$ cat config.mk
export PLATFORM = sky130hd
export DESIGN_NAME = program_loader
export DESIGN_NICKNAME = d
export VERILOG_FILES = /design/src/rtl/program_loader_pkg.sv /design/src/rtl/loader_image_reg.sv /design/src/rtl/program_loader.sv
export SDC_FILE = /design/constraint.sdc
export NUM_CORES = 2
export LEC_CHECK = 0
export CAP_MARGIN = 15
export CORE_AREA = 2 2 410 412
export CTS_CLUSTER_DIAMETER = 50
export DETAILED_ROUTE_END_ITERATION = 6
export DIE_AREA = 0 0 412 414
export SYNTH_ARGS = -nofsm -noshare
export SYNTH_HDL_FRONTEND = slang
export SYNTH_SLANG_ARGS = --single-unit
$ cat constraint.sdc
create_clock -name clk -period 4.8 [get_ports clk]
set_input_delay 0.48 -clock clk [delete_from_list [all_inputs] [get_ports clk]]
set_output_delay 0.48 -clock clk [all_outputs]
set_load 0.1 [all_outputs]
$ cat src/rtl/program_loader_pkg.sv
// Shared definitions for the program loader: frame marker, loader states and
// the instruction word width.
package program_loader_pkg;

  localparam int INSTR_W = 32;
  localparam logic [7:0] SYNC_BYTE_DFLT = 8'hA5;

  typedef enum logic [2:0] {
    IDLE,
    COUNT,
    PAYLOAD,
    CHECK,
    RUN,
    ERROR
  } state_t;

endpackage

$ cat src/rtl/loader_image_reg.sv
// Instruction image register bank: synchronous clear, single-byte writes
// addressed by word and lane, flat little-endian output.
module loader_image_reg
  import program_loader_pkg::*;
#(
  parameter int N_WORDS = 32,
  parameter int WIDX_W  = 5
) (
  input  logic                         clk,
  input  logic                         clr,
  input  logic                         wr_en,
  input  logic [WIDX_W-1:0]            wr_word,
  input  logic [1:0]                   wr_lane,
  input  logic [7:0]                   wr_byte,
  output logic [INSTR_W*N_WORDS-1:0]   image
);

  // {word, lane, 3'b0} is the bit offset of the addressed byte.
  always_ff @(posedge clk) begin
    if (clr) begin
      image <= '0;
    end else if (wr_en) begin
      image[{wr_word, wr_lane, 3'b000} +: 8] <= wr_byte;
    end
  end

endmodule

$ cat src/rtl/program_loader.sv
// Framed byte-stream loader: assembles a checksummed instruction image and
// holds the core in reset until a complete, valid frame has been received.
module program_loader
  import program_loader_pkg::*;
#(
  parameter int         N_WORDS   = 32,
  parameter logic [7:0] SYNC_BYTE = SYNC_BYTE_DFLT
) (
  input  logic                          clk,
  input  logic                          rst,
  input  logic [7:0]                    rx_data,
  input  logic                          rx_valid,
  output logic                          rx_ready,
  input  logic                          err_clear,
  output logic [INSTR_W*N_WORDS-1:0]    i_memory_out,
  output logic                          core_rstn,
  output logic                          load_busy,
  output logic                          load_err,
  output logic [$clog2(N_WORDS+1)-1:0]  words_loaded
);

  localparam int WL_W   = $clog2(N_WORDS + 1);
  localparam int WIDX_W = (N_WORDS > 1) ? $clog2(N_WORDS) : 1;

  state_t          state_q, state_d;
  logic [WL_W-1:0] cnt_q, cnt_d;
  logic [WL_W-1:0] wl_d;
  logic [1:0]      lane_q, lane_d;
  logic [7:0]      chk_q, chk_d;
  logic            accept;
  logic            count_ok;
  logic            clear_img;
  logic            wr_en;

  assign accept   = rx_valid & rx_ready;
  assign count_ok = (rx_data != 8'd0) && ({24'd0, rx_data} <= 32'(N_WORDS));

  always_ff @(posedge clk) begin
    if (rst) begin
      state_q      <= IDLE;
      cnt_q        <= '0;
      lane_q       <= '0;
      chk_q        <= '0;
      words_loaded <= '0;
    end else begin
      state_q      <= state_d;
      cnt_q        <= cnt_d;
      lane_q       <= lane_d;
      chk_q        <= chk_d;
      words_loaded <= wl_d;
    end
  end

  always_comb begin
    state_d   = state_q;
    cnt_d     = cnt_q;
    lane_d    = lane_q;
    chk_d     = chk_q;
    wl_d      = words_loaded;
    clear_img = 1'b0;
    wr_en     = 1'b0;
    case (state_q)
      IDLE, RUN: begin
        if (accept && rx_data == SYNC_BYTE) begin
          state_d   = COUNT;
          clear_img = 1'b1;
          wl_d      = '0;
          chk_d     = '0;
        end
      end
      COUNT: begin
        if (accept) begin
          if (count_ok) begin
            state_d = PAYLOAD;
            cnt_d   = WL_W'(rx_data);
            chk_d   = rx_data;
            lane_d  = '0;
          end else begin
            state_d = ERROR;
          end
        end
      end
      PAYLOAD: begin
        if (accept) begin
          wr_en  = 1'b1;
          chk_d  = chk_q ^ rx_data;
          lane_d = lane_q + 2'd1;
          if (lane_q == 2'd3) begin
            wl_d = words_loaded + WL_W'(1);
            if (words_loaded + WL_W'(1) == cnt_q) begin
              state_d = CHECK;
            end
          end
        end
      end
      CHECK: begin
        if (accept) begin
          state_d = (rx_data == chk_q) ? RUN : ERROR;
        end
      end
      ERROR: begin
        if (err_clear) begin
          state_d = IDLE;
        end
      end
      default: state_d = IDLE;
    endcase
  end

  // Status outputs are registered from the next state so they line up with state_q.
  always_ff @(posedge clk) begin
    if (rst) begin
      rx_ready  <= 1'b1;
      core_rstn <= 1'b0;
      load_busy <= 1'b0;
      load_err  <= 1'b0;
    end else begin
      rx_ready  <= (state_d != ERROR);
      core_rstn <= (state_d == RUN);
      load_busy <= (state_d == COUNT) || (state_d == PAYLOAD) || (state_d == CHECK);
      load_err  <= (state_d == ERROR);
    end
  end

  loader_image_reg #(
    .N_WORDS (N_WORDS),
    .WIDX_W  (WIDX_W)
  ) u_image (
    .clk     (clk),
    .clr     (rst | clear_img),
    .wr_en   (wr_en),
    .wr_word (words_loaded[WIDX_W-1:0]),
    .wr_lane (lane_q),
    .wr_byte (rx_data),
    .image   (i_memory_out)
  );

endmodule

==> results.cfg <==
[outcome]
status = complete, no violations

[min_path]
hp-start = u_image.image[660]
whs_path_depth = 2
hp-class = flop to flop

[placed_design]
port_buffers = 1045
hpwl_microns = 129500
dp_slack_ns = 0.6618
finalWeightedCongestion = 0.8103

[power]
intPower_mw = 15.12
comb_power_share_pct = 1.5
swShare_pct = 23.17
seqPwrFrac_pct = 44.4
pwr-share-clk_pct = 54.1
vdd_drop_max_uv = 380.5
p_sw_mw = 4.560
powerDensity_nw_per_um2 = 345.7
leakagePower_nw = 22.75

[grt]
grt.overflow.total = 0
grt_max_degree = 222
antenna_found_initial = 14
grt_pass1_wl_microns = 250800
grt_use_total_pct = 20.68
grt_pass1_vias = 31870

[timing]
finalCritPeriodShare_pct = 87.07
setup_viol = 0
finalMaxSlewViolations = 0
fin_skew_ns = 0.03073
fmax_mhz = 239.3
rsz0062_at_grt = no
setup_ws_ns = 0.6209
period_needed_ns = 4.179
final-hold-violation-count = 0
tns_ns = 0
relSlewSlack_pct = 13.01
worstMarginPinSlew_ns = 1.305

[setup_path]
worstSetupEndpointType = flop
cpMaxStageDelayCell = a21oi_4
r2r-start = words_loaded[0]
crit_start = words_loaded[0]
worst-setup-path-type = flop to flop
arrival_ns = 4.81
cp_cell_sequence = inv_1 > ha_1 > nor3b_1 > o21ai_0 > a21oi_4 > nand2_1 > mux2i_1
r2r_cells = 7
worstPathRequired_ns = 5.43
crit_fanout = 25
crit_path_start_kind = flop
critical-path-max-stage-delay_ns = 0.91

[clocking]
clk_pin_slew_ns = 0.06
cts_tree = built
clkSinkCount = 1053
cts_htree_levels = 4
clk_path_buf_depth = 3
clk_latency_ns = 0.79
cts_buffers = 138
cts_hold_buf = 0
cts_root_buf = clkbuf_16
postCtsSetupRepairBufs = 0
post_cts.resized_instances = 0

[layout]
drive_gt1_share_pct = 9.646
multi_input_area_sq_um = 16980
regArea_sq_um = 21080
num-fill-cells = 16880
area_growth_syn_to_layout_pct = 46.22
nNetsFinal = 4875

[synth]
syn_area_sq_um = 38930
synthArstFlopShare_pct = 0
syn_area_per_cell_sq_um = 10.12
synth-edff-count = 0
synth_seq_cells = 1053
synth_nets = 3867
postSynthCellCount = 3848
synth_flop_cell = dfxtp_1
ys_types = 68
ys_seq_area_share_pct = 54.15
ys_warn_count = 0

[floorplan]
core-area_sq_um = 166300
die_area_sq_um = 170600
num_io_pins = 1046
rows = 150
dieHeight_microns = 414
start_util_pct = 23.41
die_w_microns = 412

[detailed_routing]
firstDrtPassIters = 5
vias = 32520
drc = 0
drtIter0Drc = 2247
wl_per_cell_microns = 25.48
ant_nets = 0
routed_wl_microns = 182700
viasPerCell = 4.534

[job]
max_cap_viol_count = 0
through the flow:
stage	utilization, %	instance area, sq um	power, mW	cells	hold slack [ns]
6_report	34.24	56930	19.68	7172	0.4535
5_1_grt	34.23	56920	20.27	7170	0.4687
4_1_cts	34.23	56920	19.91	7170	0.4457
3_5_place_dp	31.40	52210	9.225	6920	0.4464
3_3_place_gp	31.39	52200	9.225	6919	0.4411
2_1_floorplan	-	38930	9.099	3848	0.4748
power groups by stage:
stage               logic, mW  registers [mW]  clock network (mW)
global placement        0.293            8.93                   0
CTS                     0.293            8.74                10.9
floorplan               0.167            8.93                   0
global route            0.308            8.74                11.2
detailed placement      0.293            8.93                   0
finish                  0.291            8.74                10.6
routing by layer:
layer | wire (microns) | global-route usage, % | part of all wire (%)
met1 | 76180 | 25.16 | 42
met2 | 87700 | 34.53 | 48
met3 | 11900 | 5.353 | 6.5
met4 | 6967 | 8.363 | 3.8
met5 | 0 | 0 | 0
final cells by class:
cell class,instances,area share [%]
Antenna cell,2,0.008791
Clock buffer,184,6.833
Clock inverter,66,1.453
Inverter,16,0.1055
Multi-Input combinational cell,2497,29.82
Sequential cell,1053,37.03
Tap cell,2204,4.844
Timing Repair Buffer,1150,19.90
Yosys cell counts (3+ instances only):
cell type	count	area, sq um
nand2b_1	3	18.77
a211oi_1	3	22.52
nor3b_1	4	30.03
o31ai_1	7	52.55
clkbuf_1	257	964.7
nor2_1	40	150.1
and3_1	7	43.79
nor2_2	30	187.7
buf_1	15	56.30
nor4_1	4	25.02
o21ai_1	7	35.03
ha_1	7	87.58
or2_2	3	18.77
xnor2_1	13	113.9
xor2_1	4	35.03
nor2_4	4	45.04
nand2_4	7	78.83
nand2_1	1020	3829
nor3_1	4	20.02
mux2i_1	934	9349
inv_1	16	60.06
o32ai_1	8	70.07
o21bai_1	3	22.52
o2111ai_1	3	26.28
nand3_1	70	350.3
buf_2	9	45.04
nand4_1	12	75.07
nor4_2	3	37.54
and2_1	11	68.82
nand3b_1	3	22.52
o21a_1	3	22.52
or3_1	7	43.79
or4_1	6	45.04
a21oi_1	32	160.2
nand3_2	16	160.2
o21ai_0	106	530.5
nor3_2	3	30.03
dfxtp_1	1053	21080
o211ai_1	73	548.0
logic make-up (layout without fill, tap and decap cells):
group | count (synthesis) | in the layout | share of synthesized area (%)
muxes | 934 | 934 | 24.01
AOI/OAI and AO/OA | 267 | 267 | 4.406
adders and majority gates | 7 | 7 | 0.2250
and+or+nand+nor | 1272 | 1272 | 13.91
xor gates and xnor gates | 17 | 17 | 0.3824
DFF | 1053 | 1053 | 54.15
other | 0 | 2 | 0
buffers and inverters | 298 | 1416 | 2.921
state kept, by name, indices dropped and copies added (netlist names):
name and flops:
lane_q 2, chk_q 8, core_rstn 1, rx_ready 1
words_loaded 6, load_err 1, state_q 3, load_busy 1
cnt_q 6, u_image.image 1024
worst max-delay path: cells and delay by family (launching register included):
family	cells	cell delay [ns]
AOI/OAI and AO/OA	2	1.25
and+or+nand+nor	2	1.17
adders and majority gates	1	0.34
muxes	1	0.25
buffers and inverters	1	0.14
DFF	1	0.85
cells in the final DEF (no fill, tap or decap), types with 8 or more instances in the layout:
cell type and n:
inv_1 16, nand3_2 16, xnor2_1 12, clkdlybuf4s50_1 1033, o211ai_1 73, and2_1 11
inv_8 8, mux2i_1 934, nand2_1 988, nand4_1 12, buf_12 9, a21oi_1 23
bufinv_16 10, clkbuf_8 20, clkinv_2 14, nand3_1 70, nor2_2 31, clkbuf_1 23
clkbuf_16 141, nand2_2 32, clkinv_4 8, o32ai_1 8, o21ai_0 106, buf_4 108
dfxtp_1 1053, nor2_1 39, inv_6 12
path summary, 6_finish.rpt:
check	end	slack, ns
max	u_image.image[248]	0.62
min	u_image.image[660]	0.45
max reg2reg	u_image.image[248]	0.62
min reg2reg	u_image.image[660]	0.45
Power figures use the tool's default switching activity.
